File: config.mk
export PLATFORM = sky130hd
export DESIGN_NAME = imem_arbiter_flat
export DESIGN_NICKNAME = d
export VERILOG_FILES = /design/src/rtl/imem_arb_pkg.sv /design/src/rtl/imem_arbiter_if.sv /design/src/rtl/imem_arb_streak_cnt.sv /design/src/rtl/imem_arbiter.sv /design/src/flat_wrapper.sv
export SDC_FILE = /design/constraint.sdc
export NUM_CORES = 1
export LEC_CHECK = 0
export BUFFER_PORTS_ARGS = -buffer_cell sky130_fd_sc_hd__clkbuf_2
export CAP_MARGIN = 20
export CORE_MARGIN = 2
export CORE_UTILIZATION = 43
export DETAILED_ROUTE_END_ITERATION = 7
export PLACE_DENSITY_LB_ADDON = 0.15
export SYNTH_ARGS = -nofsm -noshare
export SYNTH_HDL_FRONTEND = slang
export SYNTH_SLANG_ARGS = --single-unit
File: constraint.sdc
create_clock -name clk -period 2.8 [get_ports clk]
set_clock_uncertainty 0.15 [all_clocks]
set_input_delay 0.7 -clock clk [delete_from_list [all_inputs] [get_ports clk]]
set_output_delay 0.7 -clock clk [all_outputs]
set_load 0.02 [all_outputs]
File: src/rtl/imem_arb_pkg.sv
// Shared definitions for the instruction-memory arbiter.
//   - arb_state_e : arbiter FSM states
//   - Def*        : default widths / streak limit
//   - streak_width: counter width able to hold 0..max_streak
package imem_arb_pkg;

  localparam int unsigned DefAddrW         = 32;
  localparam int unsigned DefDataW         = 32;
  localparam int unsigned DefMaxLoadStreak = 4;

  typedef enum logic [1:0] {
    StIdle  = 2'd0,
    StFetch = 2'd1,
    StLoad  = 2'd2,
    StDrain = 2'd3
  } arb_state_e;

  // Never return 0 so a streak limit of 0 still yields a legal vector.
  function automatic int unsigned streak_width(input int unsigned max_streak);
    int unsigned w;
    w = $clog2(max_streak + 1);
    return (w == 0) ? 1 : w;
  endfunction

endpackage

File: src/rtl/imem_arbiter_if.sv
// Bus bundle between the IF stage, the program loader, the arbiter and the
// instruction memory.
//   fetch_* : IF stage read requester (req/addr/flush in, valid/inst/freeze out)
//   load_*  : loader write requester (req/addr/data in, ack out)
//   mem_*   : single-port memory (req/we/addr/wdata out, rdata/ready in)
// Modports: master = arbiter side, slave = requesters + memory side.
interface imem_arbiter_if
  import imem_arb_pkg::*;
#(
  parameter int unsigned ADDR_W = DefAddrW,
  parameter int unsigned DATA_W = DefDataW
);

  logic              fetch_req;
  logic [ADDR_W-1:0] fetch_addr;
  logic              fetch_flush;
  logic              fetch_valid;
  logic [DATA_W-1:0] fetch_inst;
  logic              fetch_freeze;

  logic              load_req;
  logic [ADDR_W-1:0] load_addr;
  logic [DATA_W-1:0] load_data;
  logic              load_ack;

  logic              mem_req;
  logic              mem_we;
  logic [ADDR_W-1:0] mem_addr;
  logic [DATA_W-1:0] mem_wdata;
  logic [DATA_W-1:0] mem_rdata;
  logic              mem_ready;

  modport master (
    input  fetch_req, fetch_addr, fetch_flush,
    input  load_req, load_addr, load_data,
    input  mem_rdata, mem_ready,
    output fetch_valid, fetch_inst, fetch_freeze,
    output load_ack,
    output mem_req, mem_we, mem_addr, mem_wdata
  );

  modport slave (
    output fetch_req, fetch_addr, fetch_flush,
    output load_req, load_addr, load_data,
    output mem_rdata, mem_ready,
    input  fetch_valid, fetch_inst, fetch_freeze,
    input  load_ack,
    input  mem_req, mem_we, mem_addr, mem_wdata
  );

endinterface

File: src/rtl/imem_arb_streak_cnt.sv
// Saturating counter of consecutive loader grants made while a fetch waits.
//   clk, rst : clock, synchronous active-high reset
//   inc      : count one more loader grant (saturates at MAX_COUNT)
//   clr      : restart the streak (wins over inc)
//   at_max   : streak has reached MAX_COUNT
module imem_arb_streak_cnt
  import imem_arb_pkg::*;
#(
  parameter int unsigned MAX_COUNT = DefMaxLoadStreak
) (
  input  logic clk,
  input  logic rst,
  input  logic inc,
  input  logic clr,
  output logic at_max
);

  localparam int unsigned CntW = streak_width(MAX_COUNT);

  logic [CntW-1:0] cnt_q, cnt_d;

  assign at_max = (cnt_q == CntW'(MAX_COUNT));

  always_comb begin
    cnt_d = cnt_q;
    if (clr) begin
      cnt_d = '0;
    end else if (inc && !at_max) begin
      cnt_d = cnt_q + 1'b1;
    end
  end

  always_ff @(posedge clk) begin
    if (rst) begin
      cnt_q <= '0;
    end else begin
      cnt_q <= cnt_d;
    end
  end

endmodule

File: src/rtl/imem_arbiter.sv
// Sequencer for the shared single-port instruction memory. Arbitrates between
// IF-stage fetches and loader writes, holds each access until mem_ready, and
// drains a flushed fetch without withdrawing the memory request.
//   clk : clock, all state on posedge
//   rst : synchronous active-high reset
//   bus : imem_arbiter_if master view (fetch_*, load_*, mem_* groups)
module imem_arbiter
  import imem_arb_pkg::*;
#(
  parameter int unsigned ADDR_W          = DefAddrW,
  parameter int unsigned DATA_W          = DefDataW,
  parameter int unsigned MAX_LOAD_STREAK = DefMaxLoadStreak
) (
  input logic            clk,
  input logic            rst,
  imem_arbiter_if.master bus
);

  arb_state_e        state_q, state_d;
  logic [ADDR_W-1:0] addr_q;
  logic [DATA_W-1:0] data_q;
  logic              we_q;

  logic grant_fetch;
  logic grant_load;
  logic streak_at_max;
  logic streak_inc;
  logic streak_clr;

  // Streak only grows while a fetch is actually being held off.
  assign streak_inc = grant_load & bus.fetch_req;
  assign streak_clr = grant_fetch | (grant_load & ~bus.fetch_req);

  imem_arb_streak_cnt #(
    .MAX_COUNT (MAX_LOAD_STREAK)
  ) u_streak (
    .clk    (clk),
    .rst    (rst),
    .inc    (streak_inc),
    .clr    (streak_clr),
    .at_max (streak_at_max)
  );

  always_comb begin
    state_d     = state_q;
    grant_fetch = 1'b0;
    grant_load  = 1'b0;
    unique case (state_q)
      StIdle: begin
        // Loader has priority until it has starved a pending fetch long enough.
        if (bus.load_req && !(bus.fetch_req && streak_at_max)) begin
          grant_load = 1'b1;
          state_d    = StLoad;
        end else if (bus.fetch_req) begin
          grant_fetch = 1'b1;
          state_d     = StFetch;
        end
      end
      StFetch: begin
        if (bus.mem_ready) begin
          state_d = StIdle;
        end else if (bus.fetch_flush) begin
          state_d = StDrain;
        end
      end
      StLoad: begin
        if (bus.mem_ready) begin
          state_d = StIdle;
        end
      end
      StDrain: begin
        if (bus.mem_ready) begin
          state_d = StIdle;
        end
      end
      default: state_d = StIdle;
    endcase
  end

  always_ff @(posedge clk) begin
    if (rst) begin
      state_q <= StIdle;
      addr_q  <= '0;
      data_q  <= '0;
      we_q    <= 1'b0;
    end else begin
      state_q <= state_d;
      if (grant_load) begin
        addr_q <= bus.load_addr;
        data_q <= bus.load_data;
        we_q   <= 1'b1;
      end else if (grant_fetch) begin
        addr_q <= bus.fetch_addr;
        we_q   <= 1'b0;
      end
    end
  end

  // Memory side depends on registered state only.
  assign bus.mem_req   = (state_q != StIdle);
  assign bus.mem_we    = bus.mem_req & we_q;
  assign bus.mem_addr  = addr_q;
  assign bus.mem_wdata = data_q;

  // Completion pulses are masked during reset so an aborted access never reports.
  assign bus.fetch_valid  = ~rst & (state_q == StFetch) & bus.mem_ready & ~bus.fetch_flush;
  assign bus.fetch_inst   = bus.fetch_valid ? bus.mem_rdata : '0;
  assign bus.fetch_freeze = bus.fetch_req & ~bus.fetch_valid;
  assign bus.load_ack     = ~rst & (state_q == StLoad) & bus.mem_ready;

endmodule

File: src/flat_wrapper.sv
// flat-port wrapper written by rule: the top's interface ports become plain ports
module imem_arbiter_flat import imem_arb_pkg::*;
#(
  parameter int unsigned ADDR_W          = DefAddrW,
  parameter int unsigned DATA_W          = DefDataW,
  parameter int unsigned MAX_LOAD_STREAK = DefMaxLoadStreak
)
  (clk, rst, bus_fetch_req, bus_fetch_addr, bus_fetch_flush, bus_load_req, bus_load_addr, bus_load_data, bus_mem_rdata, bus_mem_ready, bus_fetch_valid, bus_fetch_inst, bus_fetch_freeze, bus_load_ack, bus_mem_req, bus_mem_we, bus_mem_addr, bus_mem_wdata);
  imem_arbiter_if #(.ADDR_W(ADDR_W), .DATA_W(DATA_W)) bus_i ();
  input logic clk;
  input logic rst;
  input wire logic [$bits(bus_i.fetch_req)-1:0] bus_fetch_req;
  input wire logic [$bits(bus_i.fetch_addr)-1:0] bus_fetch_addr;
  input wire logic [$bits(bus_i.fetch_flush)-1:0] bus_fetch_flush;
  input wire logic [$bits(bus_i.load_req)-1:0] bus_load_req;
  input wire logic [$bits(bus_i.load_addr)-1:0] bus_load_addr;
  input wire logic [$bits(bus_i.load_data)-1:0] bus_load_data;
  input wire logic [$bits(bus_i.mem_rdata)-1:0] bus_mem_rdata;
  input wire logic [$bits(bus_i.mem_ready)-1:0] bus_mem_ready;
  output wire logic [$bits(bus_i.fetch_valid)-1:0] bus_fetch_valid;
  output wire logic [$bits(bus_i.fetch_inst)-1:0] bus_fetch_inst;
  output wire logic [$bits(bus_i.fetch_freeze)-1:0] bus_fetch_freeze;
  output wire logic [$bits(bus_i.load_ack)-1:0] bus_load_ack;
  output wire logic [$bits(bus_i.mem_req)-1:0] bus_mem_req;
  output wire logic [$bits(bus_i.mem_we)-1:0] bus_mem_we;
  output wire logic [$bits(bus_i.mem_addr)-1:0] bus_mem_addr;
  output wire logic [$bits(bus_i.mem_wdata)-1:0] bus_mem_wdata;
  assign bus_i.fetch_req = bus_fetch_req;
  assign bus_i.fetch_addr = bus_fetch_addr;
  assign bus_i.fetch_flush = bus_fetch_flush;
  assign bus_i.load_req = bus_load_req;
  assign bus_i.load_addr = bus_load_addr;
  assign bus_i.load_data = bus_load_data;
  assign bus_i.mem_rdata = bus_mem_rdata;
  assign bus_i.mem_ready = bus_mem_ready;
  assign bus_fetch_valid = bus_i.fetch_valid;
  assign bus_fetch_inst = bus_i.fetch_inst;
  assign bus_fetch_freeze = bus_i.fetch_freeze;
  assign bus_load_ack = bus_i.load_ack;
  assign bus_mem_req = bus_i.mem_req;
  assign bus_mem_we = bus_i.mem_we;
  assign bus_mem_addr = bus_i.mem_addr;
  assign bus_mem_wdata = bus_i.mem_wdata;
  imem_arbiter #(.ADDR_W(ADDR_W), .DATA_W(DATA_W), .MAX_LOAD_STREAK(MAX_LOAD_STREAK)) u_core (.clk(clk), .rst(rst), .bus(bus_i));
endmodule
==> impl_metrics.csv, run 1 <==
group,metric,value,unit
power_and_ir_drop,swShare,0.3069,
floorplan,initial_utilization,0.4395,
floorplan,pin_count,235,
sta,slew_headroom,0.2724,
routing,drt_iter0_drc,246,
placement,hpwl,8126,um
global_routing,first_global_vias,3512,
synth,synth.most_common_cell,"dfxtp_1",
clock_network,cts_inserted_buffers,9,
worst_setup_path,regToRegSetupSlack,0.65,ns
worst_setup_path,startpoint_type,"register",
routing,avgViaCountPerCell,5.410,
synth,synthCells,451,
floorplan,fp.dieW,95.42,um
clock_network,clock_latency,0.35,ns
cells_and_area,area_growth_syn_to_layout,38.61,%
sta,hold_viol_final,0,
routing,wl,11770,um
floorplan,die_y,95.42,um
synth,synth_area,0.003593,mm2
clock_network,clk_path_buf_depth,2,
clock_network,cts_tree,"done",
global_routing,track_usage,0.2473,
synth,async_reset_ff_frac,0,
synth,synthFlopType,"dfxtp_1",
sta,fin_ws,0.1906,ns
clock_network,cts_hold_buffers,0,
cells_and_area,drive_gt1_frac,0.4061,
clock_network,cts.clk_slew.worst_paths,0.08,ns
power_and_ir_drop,seq_power_share,0.423,
synth,yosys-top-cells-count,"70 x dfxtp_1, 63 x o21ai_0, 43 x clkbuf_1, 36 x a21oi_1, 35 x inv_1",
clock_network,cts_max_level,3,
sta,setup_tns,0,ns
synth,synth_cell_types,31,
synth,synth_edf_count,0,
clock_network,root_buffer,"clkbuf_8",
synth,yosys_warnings,0,
worst_setup_path,rr_endpoint,"u_core.bus.mem_addr[11]",
power_and_ir_drop,power_switching,0.0008147,W
status,status,"completed",
synth,seq_area_frac_synth,0.3900,
clock_network,postCtsResizedCells,0,
synth,yosys.area.top_type,"dfxtp_1",
worst_hold_path,min_from,"u_core.bus.mem_wdata[0]",
sta,fmax,383.2,MHz
sta,period_share,0.9319,
power_and_ir_drop,p_leak,2.368,nW
worst_setup_path,r2r_cells,3,
worst_setup_path,reg2reg_from,"u_core.state_q[1]",
power_and_ir_drop,p_int,0.001840,W
sta,worst_slew_pin_slew,1.091,ns
sta,holdWs,0.3257,ns
placement,place_ws,0.2696,ns
routing,vias,4117,
power_and_ir_drop,power_density,533.0,mW/mm2
worst_hold_path,hold-path-endpoint,"u_core.bus.mem_wdata[0]",
global_routing,grt_max_degree,98,
routing,wl_per_cell,15.47,um
synth,synth_fp_nets,587,
floorplan,dieArea,0.009104,mm2
cells_and_area,nNetsFinal,786,
power_and_ir_drop,clkPwrFrac,0.347,
worst_setup_path,cp_max_fo,34,
sta,period_minus_slack,2.609,ns
synth,ys_top_cells_by_area,"dfxtp_1 39%, o32a_1 8.9%, o21ai_0 8.8%",
global_routing,grt_pass1_wl,17470,um
worst_setup_path,arrival,1.76,ns
floorplan,rows,33,
worst_setup_path,cp.required,1.95,ns
global_routing,grt_antenna_before_repair,1,
synth,synthDominantCellAreaShare,0.3900,
flow_run,cap_violations,0,
floorplan,core-area,0.008175,mm2
sta,final-max-slew-violation-count,0,
clock_network,cts_setup_buffers,0,
worst_hold_path,min_path_type,"reg2reg",
sta,finalSetupViolCount,0,
worst_setup_path,worstSetupPathType,"reg2out",
synth,syn_avg_cell_area,7.968,um2
global_routing,overflow,0,
routing,dr.pass1.iters,4,
cells_and_area,final_core_util,0.6093,
worst_hold_path,min_path_cells,2,
placement,gp_congestion,0.7544,
power_and_ir_drop,comb_power_share,0.230,
synth,ys_ff_latch,70,
placement,port-buffer-count,234,
clock_network,cts_sinks,70,
worst_setup_path,end_kind,"output port",
sta,rsz0062_at_grt,"no",
routing,route.detailed.drc,0,
power_and_ir_drop,max-vdd-ir-drop,0.2393,mV
routing,drtAntennaViolNets,0,
==> metrics by stage <==
step	area, um2	std cells	power [W]
2_1_floorplan	3595	451	0.001528
3_5_place_dp	4757	744	0.001758
4_1_cts	4979	760	0.002675
6_report	4981	761	0.002655
3_3_place_gp	4757	744	0.001744
5_1_grt	4981	761	0.002796
==> kinds of logic (layout without fill, tap and decap cells) <==
family	after synthesis	count (layout)	synth area share
and+or+nand+nor	118	118	0.1866
other	0	1	0
adders and majority gates	2	2	0.006963
DFF	70	70	0.3900
buffers and inverters	90	294	0.1093
AOI/OAI and AO/OA	171	171	0.3071
==> worst max-delay path, stage by stage, from the launching register on <==
cell      delay [ns]
dfxtp_1         0.47
inv_1           0.13
nor4_4          0.31
buf_12          0.19
and2_1          0.14
clkbuf_2        0.17
==> cells in the final DEF (no fill, tap or decap), drive strengths merged, types with 2 or more instances in the layout <==
| master | instances |
|---|---|
| a211oi | 32 |
| a21oi | 36 |
| a31oi | 2 |
| and2 | 33 |
| buf | 9 |
| bufinv | 2 |
| clkbuf | 244 |
| dfxtp | 70 |
| ha | 2 |
| inv | 37 |
| nand2 | 2 |
| nand3 | 33 |
| nor2b | 3 |
| nor3 | 34 |
| nor4 | 2 |
| o21ai | 66 |
| o22ai | 2 |
| o32a | 32 |
| or2 | 2 |
| or3b | 2 |
==> layer usage <==
layer / global-route usage / share of wire / up-vias
met3: 0.05375 / 0.071 / 23
li1: - / - / 2026
met5: 0 / 0 / -
met2: 0.4126 / 0.50 / 174
met4: 0.1071 / 0.028 / 0
met1: 0.3074 / 0.40 / 1894
==> power by group through the flow <==
stage	combinational, W	clock (W)	sequential [W]
floorplan	0.000292	0	0.00124
global placement	0.000600	0	0.00114
detailed placement	0.000613	0	0.00115
CTS	0.000615	0.000937	0.00112
global route	0.000670	0.000994	0.00113
finish	0.000611	0.000922	0.00112
==> state kept, by name (all words and copies together), names as in the netlist <==
register               cells
u_core.bus.mem_addr       32
u_core.u_streak.cnt_q      3
u_core.bus.mem_wdata      32
u_core.state_q             2
u_core.we_q                1
==> how the worst max path moves through the flow <==
| stage | from | endpoint | slack (ns) |
|---|---|---|---|
| 2_1_floorplan | rst | bus_fetch_inst[10] | 0.08 |
| 3_3_place_gp | bus_load_req | u_core.bus.mem_addr[11] | 0.32 |
| 3_5_place_dp | rst | bus_fetch_inst[22] | 0.27 |
| 4_1_cts | u_core.state_q[0] | bus_fetch_inst[22] | 0.17 |
| 5_1_grt | u_core.state_q[0] | bus_fetch_inst[13] | 0.06 |
| 6_report | u_core.state_q[0] | bus_fetch_inst[22] | 0.19 |
==> final cells by class <==
cell class              count  area [um2]
repair buffers            243        1264
clock buffers              10       127.6
inverters                  35       131.4
fillers                   800        3194
flip-flops and latches     70        1401
multi-input cells         291        1829
well taps                 105       131.4
clock inverters             6       93.84
diodes                      1       2.502
Note: power is estimated with default switching activity, not from simulation.
==> run 2, diff against run 1 <==
--- a/config.mk
+++ b/config.mk
@@ -8,9 +8,9 @@
 export BUFFER_PORTS_ARGS = -buffer_cell sky130_fd_sc_hd__clkbuf_2
 export CAP_MARGIN = 20
 export CORE_MARGIN = 2
-export CORE_UTILIZATION = 43
+export CORE_UTILIZATION = 38
 export DETAILED_ROUTE_END_ITERATION = 7
-export PLACE_DENSITY_LB_ADDON = 0.15
+export PLACE_DENSITY = 0.88
 export SYNTH_ARGS = -nofsm -noshare
 export SYNTH_HDL_FRONTEND = slang
 export SYNTH_SLANG_ARGS = --single-unit
==> constraint.sdc (replaced) <==
create_clock -name clk -period 2.1 [get_ports clk]
set_clock_uncertainty 0.15 [all_clocks]
set_input_delay 0.525 -clock clk [delete_from_list [all_inputs] [get_ports clk]]
set_output_delay 0.525 -clock clk [all_outputs]
set_load 0.02 [all_outputs]
==> impl_metrics.csv, run 2 (same netlist as run 1, synthesis figures left out) <==
group,metric,value,unit
status,status,"finished, violations left",
status,failed_checks,"negative setup slack",
routing,vias,4334,
global_routing,grt_antenna_before_repair,0,
cells_and_area,nNetsFinal,801,
worst_setup_path,cp.required,1.42,ns
clock_network,cts.clk_slew.worst_paths,0.09,ns
power_and_ir_drop,power_density,642.1,mW/mm2
worst_setup_path,reg2reg_from,"u_core.state_q[1]",
worst_setup_path,slowest_delay,0.27,ns
worst_hold_path,min_path_type,"in2reg",
clock_network,cts_hold_buffers,0,
floorplan,initial_utilization,0.3907,
worst_setup_path,cp_max_fo,8,
sta,period_share,1.102,
worst_setup_path,rr_endpoint,"u_core.bus.mem_addr[31]",
worst_setup_path,cp_top_family,"simple AND/OR/NAND/NOR gates",
worst_setup_path,cp-startpoint,"rst",
worst_setup_path,end_kind,"output port",
cells_and_area,final_cell_mix,"198 x clkbuf_2, 68 x dfxtp_1, 63 x o21ai_0",
clock_network,cts_max_level,3,
global_routing,first_global_vias,3990,
worst_setup_path,crit_path_end,"bus_fetch_inst[0]",
routing,avgViaCountPerCell,5.549,
cells_and_area,final_common_cell,"clkbuf_2",
sta,worst_slew_pin_slew,0.7700,ns
sta,setup_tns,-5.688,ns
sta,slew_headroom,0.4866,
sta,fmax,432.2,MHz
sta,hold_viol_final,0,
sta,holdWs,0.2570,ns
floorplan,pin_count,235,
worst_setup_path,crit_buf_inv,4,
power_and_ir_drop,max-vdd-ir-drop,0.3877,mV
power_and_ir_drop,power,0.003623,W
worst_setup_path,worstSetupPathType,"in2out",
floorplan,fp.dieW,101.2,um
worst_setup_path,arrival,1.64,ns
clock_network,clock_latency,0.33,ns
clock_network,cts_tree,"done",
worst_setup_path,cpMaxStageDelayCell,"nor4_4",
sta,rsz0062_at_grt,"yes",
routing,dr.pass1.iters,6,
global_routing,track_usage,0.2370,
clock_network,cts_inserted_buffers,9,
sta,fin_ws,-0.2137,ns
worst_setup_path,r2r_cells,5,
routing,wl_per_cell,16.73,um
worst_setup_path,worstPathCellList,"buf_6, nand2b_4, nor4_4, buf_6, buf_6, and2_4, clkbuf_8",
cells_and_area,drive_gt1_frac,0.4776,
sta,final-max-slew-violation-count,0,
floorplan,dieArea,0.01025,mm2
placement,gp_congestion,0.8473,
worst_setup_path,regToRegSetupSlack,0.06,ns
routing,drt_iter0_drc,262,
worst_setup_path,crit_path_frequent_cell,"buf_6",
clock_network,root_buffer,"clkbuf_8",
routing,drtAntennaViolNets,0,
sta,period_minus_slack,2.314,ns
clock_network,clk_path_buf_depth,2,
global_routing,overflow,0,
worst_setup_path,crit_cells,7,
routing,wl,13070,um
placement,hpwl,8467,um
floorplan,rows,35,
floorplan,core-area,0.009196,mm2
global_routing,grt_max_degree,71,
power_and_ir_drop,p_leak,2.617,nW
routing,route.detailed.drc,0,
global_routing,grt_pass1_wl,19510,um
cells_and_area,n_antenna_cell,0,
sta,finalSetupViolCount,34,
cells_and_area,area_growth_syn_to_layout,57.03,%
floorplan,die_y,101.2,um
clock_network,cts_sinks,70,
flow_run,cap_violations,0,
worst_setup_path,startpoint_type,"primary input",
placement,place_ws,-0.05770,ns
placement,port-buffer-count,234,
[run 2: worst min-delay path by stage]
stage | slack (ns) | endpoint | from | cells past startpoint
floorplan | 0.30 | u_core.we_q | u_core.we_q | 2
global placement | 0.31 | u_core.bus.mem_wdata[1] | u_core.bus.mem_wdata[1] | 2
detailed placement | 0.32 | u_core.bus.mem_wdata[29] | u_core.bus.mem_wdata[29] | 2
CTS | 0.24 | u_core.bus.mem_wdata[21] | bus_load_data[21] | 3
global route | 0.24 | u_core.bus.mem_wdata[28] | bus_load_data[28] | 3
finish | 0.26 | u_core.bus.mem_wdata[20] | bus_load_data[20] | 3
[run 2: power by group]
part / switching [W] / internal, W
combinational: 0.000510 / 0.000386
clock: 0.000549 / 0.000678
sequential: 0.0000605 / 0.00144
[run 2: area by class of cell]
class                           count  area, um2
Multi-Input combinational cell    291       1932
Sequential cell                    70       1406
Clock inverter                      6      93.84
Fill cell                         769       3553
Tap cell                          111      138.9
Inverter                           35      131.4
Clock buffer                       10      127.6
Timing Repair Buffer              258       1813
[run 2: per-layer routing]
metal,part of all wire,global-route usage,vias to the layer above,wire length [um]
li1,-,-,2063,-
met2,0.51,0.4014,211,6673
met3,0.075,0.07108,33,975
met4,0.033,0.09875,0,430
met5,0,0,-,0
met1,0.38,0.2795,2027,4988
[run 2: tightest hold or removal path: cells and delay by family]
| family | cells | cell delay [ns] |
|---|---|---|
| compound gates | 1 | 0.05 |
| buf+inv | 1 | 0.08 |
| simple gates | 1 | 0.05 |
[run 2: stage by stage]
step                utilization  cell area [um2]  instances
CTS                      0.5947             5469        775
global placement         0.5371             4940        758
floorplan                     -             3677        451
global route             0.6136             5643        781
detailed placement       0.5371             4940        758
finish                   0.6136             5643        781
[run 2: timing repair]
action / 4_1_cts / 5_1_grt
gates resized for setup: 65 / 55
endpoints found under the setup margin: 35 / 38
pin swaps: 1 / 3
cloned: 0 / 3
setup buffers: 1 / 3
==> run 3, diff against run 2 <==
--- a/config.mk
+++ b/config.mk
@@ -5,12 +5,14 @@
 export SDC_FILE = /design/constraint.sdc
 export NUM_CORES = 1
 export LEC_CHECK = 0
+export ABC_AREA = 1
 export BUFFER_PORTS_ARGS = -buffer_cell sky130_fd_sc_hd__clkbuf_2
 export CAP_MARGIN = 20
 export CORE_MARGIN = 2
-export CORE_UTILIZATION = 38
+export CORE_UTILIZATION = 39
 export DETAILED_ROUTE_END_ITERATION = 7
-export PLACE_DENSITY = 0.88
+export MAX_ROUTING_LAYER = met4
+export PLACE_DENSITY = 0.9
 export SYNTH_ARGS = -nofsm -noshare
 export SYNTH_HDL_FRONTEND = slang
 export SYNTH_SLANG_ARGS = --single-unit
==> impl_metrics.csv, run 3 <==
group,metric,value,unit
routing,drtAntennaViolNets,0,
floorplan,pin_count,235,
worst_setup_path,regToRegSetupSlack,0.26,ns
worst_setup_path,worstSetupPathType,"reg2out",
routing,wl_per_cell,13.23,um
floorplan,initial_utilization,0.3975,
sta,period_minus_slack,2.296,ns
synth,synthMuxAreaShare,0,
sta,rsz0062_at_grt,"yes",
synth,synthCells,560,
worst_setup_path,cpMaxStageDelayCell,"dfxtp_4",
synth,synthDominantCellAreaShare,0.3851,
clock_network,cts_hold_buffers,0,
global_routing,track_usage,0.2281,
synth,synth_area,0.003638,mm2
cells_and_area,drive_gt1_frac,0.4008,
worst_setup_path,crit_path_end,"bus_fetch_inst[25]",
floorplan,dieArea,0.01012,mm2
worst_setup_path,rr_endpoint,"u_core.state_q[0]",
routing,wl,11870,um
cells_and_area,n_antenna_cell,0,
worst_hold_path,min_path_type,"in2reg",
worst_setup_path,cp-startpoint,"u_core.state_q[1]",
clock_network,clk_path_buf_depth,2,
flow_run,cap_violations,0,
clock_network,cts_max_level,3,
placement,hpwl,7969,um
cells_and_area,final_area,0.005589,mm2
global_routing,grt_max_degree,67,
cells_and_area,final_cell_mix,"201 x clkbuf_2, 115 x nand2_1, 105 x inv_1",
sta,fmax,435.5,MHz
synth,synth_compound_area_frac,0.09594,
clock_network,root_buffer,"clkbuf_8",
global_routing,grt_pass1_wl,18080,um
clock_network,cts_inserted_buffers,9,
routing,avgViaCountPerCell,4.877,
synth,synth_fp_nets,696,
floorplan,rows,35,
worst_setup_path,startpoint_type,"register",
power_and_ir_drop,max-vdd-ir-drop,0.5333,mV
worst_setup_path,arrival,1.62,ns
synth,synthAdderAreaFrac,0.006878,
worst_setup_path,cp_max_fo,16,
routing,drt_iter0_drc,228,
worst_setup_path,reg2reg_from,"u_core.state_q[1]",
synth,yosys-top-cells-count,"116 x nand2_1, 107 x inv_1, 70 x dfxtp_1, 67 x a21oi_1, 65 x nand4_1",
sta,slew_headroom,0.5433,
synth,yosys_warnings,0,
worst_setup_path,end_kind,"output port",
clock_network,clock_latency,0.33,ns
synth,synth_xor_area_frac,0.002407,
synth,ys_top_cells_by_area,"dfxtp_1 39%, nand2_1 12%, nand4_1 11%",
cells_and_area,nNetsFinal,918,
power_and_ir_drop,p_leak,3.052,nW
placement,gp_congestion,0.7695,
sta,final-max-slew-violation-count,0,
routing,vias,4375,
synth,synth.most_common_cell,"nand2_1",
power_and_ir_drop,power,0.004488,W
placement,port-buffer-count,234,
synth,synth-simple-area-share,0.3387,
floorplan,fp.dieW,100.6,um
worst_setup_path,r2r_cells,8,
worst_setup_path,slowest_delay,0.36,ns
cells_and_area,area_growth_syn_to_layout,53.61,%
placement,place_ws,-0.08302,ns
cells_and_area,final_core_util,0.6107,
floorplan,core-area,0.009153,mm2
global_routing,first_global_vias,3848,
power_and_ir_drop,power_density,803.0,mW/mm2
synth,syn_avg_cell_area,6.497,um2
synth,yosys.area.top_type,"dfxtp_1",
worst_setup_path,worstPathCellList,"nor4_4, inv_2, clkbuf_16, nor2_2, clkbuf_8",
status,failed_checks,"negative setup slack",
synth,synth_cell_types,20,
sta,period_share,1.093,
cells_and_area,final_common_cell,"clkbuf_2",
sta,finalSetupViolCount,32,
clock_network,cts_sinks,70,
placement,placedCellCount,879,
sta,worst_slew_pin_slew,0.6850,ns
synth,synth_edf_count,0,
clock_network,cts.clk_slew.worst_paths,0.09,ns
synth,seq_area_frac_synth,0.3851,
status,status,"finished, violations left",
clock_network,cts_tree,"done",
cells_and_area,fin_cells,897,
synth,ys_ff_latch,70,
synth,async_reset_ff_frac,0,
routing,dr.pass1.iters,5,
global_routing,overflow,0,
worst_setup_path,cp.required,1.42,ns
global_routing,grt_antenna_before_repair,0,
sta,hold_viol_final,0,
synth,synth_top_family_by_area,"simple AND/OR/NAND/NOR gates",
synth,synthFlopType,"dfxtp_1",
placement,dpl_cell_area,0.005051,mm2
floorplan,die_y,100.6,um
sta,fin_ws,-0.1962,ns
routing,route.detailed.drc,0,
run 3: cells by family after synthesis:
group | Yosys count
compound gates | 69
xor+xnor | 1
fa+ha+maj | 2
buf+inv | 154
flops | 70
simple gates | 264
run 3: how the worst min path moves through the flow:
stage / start / end / slack (ns) / depth (start not counted)
final: bus_load_data[8] / u_core.bus.mem_wdata[8] / 0.29 / 3
after global routing: bus_load_data[13] / u_core.bus.mem_wdata[13] / 0.27 / 3
after CTS: bus_load_data[8] / u_core.bus.mem_wdata[8] / 0.27 / 3
after detailed placement: u_core.bus.mem_wdata[29] / u_core.bus.mem_wdata[29] / 0.31 / 2
after global placement: u_core.bus.mem_wdata[3] / u_core.bus.mem_wdata[3] / 0.30 / 2
after floorplan: u_core.we_q / u_core.we_q / 0.29 / 2
run 3: final cells by class:
type / instances / area [um2]
Timing Repair Buffer: 256 / 1679
Clock buffer: 9 / 123.9
Multi-Input combinational cell: 336 / 1758
Inverter: 109 / 411.6
Fill cell: 796 / 3563
Clock inverter: 6 / 71.32
Sequential cell: 70 / 1406
Tap cell: 111 / 138.9
run 3: worst max-delay path, delay by kind of cell, from the launching register on:
family	cells	cell delay, ns
buffers and inverters	3	0.49
flip-flops	1	0.36
AND/OR/NAND/NOR	2	0.43
run 3: repair_timing:
action / CTS / global route
pin swaps: 0 / 0
gates cloned: 0 / 1
hold endpoints to repair: 0 / 0
setup endpoints to repair: 34 / 33
gates resized for setup: 67 / 18
setup buffers: 3 / 0
run 3: layer usage:
layer  track usage  up-vias  wire [um]
li1              -     2226          -
met1        0.2793     1922       4998
met2        0.3738      209       5813
met3       0.05270       18        899
met4       0.06955        0        159
met5             -        -          0
run 3: stage by stage:
stage                     hold slack, ns  TNS [ns]
after floorplan                   0.2902    -2.105
after global placement            0.2976   -0.5494
after detailed placement          0.3056    -2.077
after CTS                         0.2697    -3.892
after global routing              0.2682    -6.811
final                             0.2896    -4.285
run 3: where the power goes:
| group | switching, W | internal, W |
|---|---|---|
| combinational | 0.00113 | 0.000629 |
| clock | 0.000529 | 0.000550 |
| sequential | 0.000108 | 0.00155 |
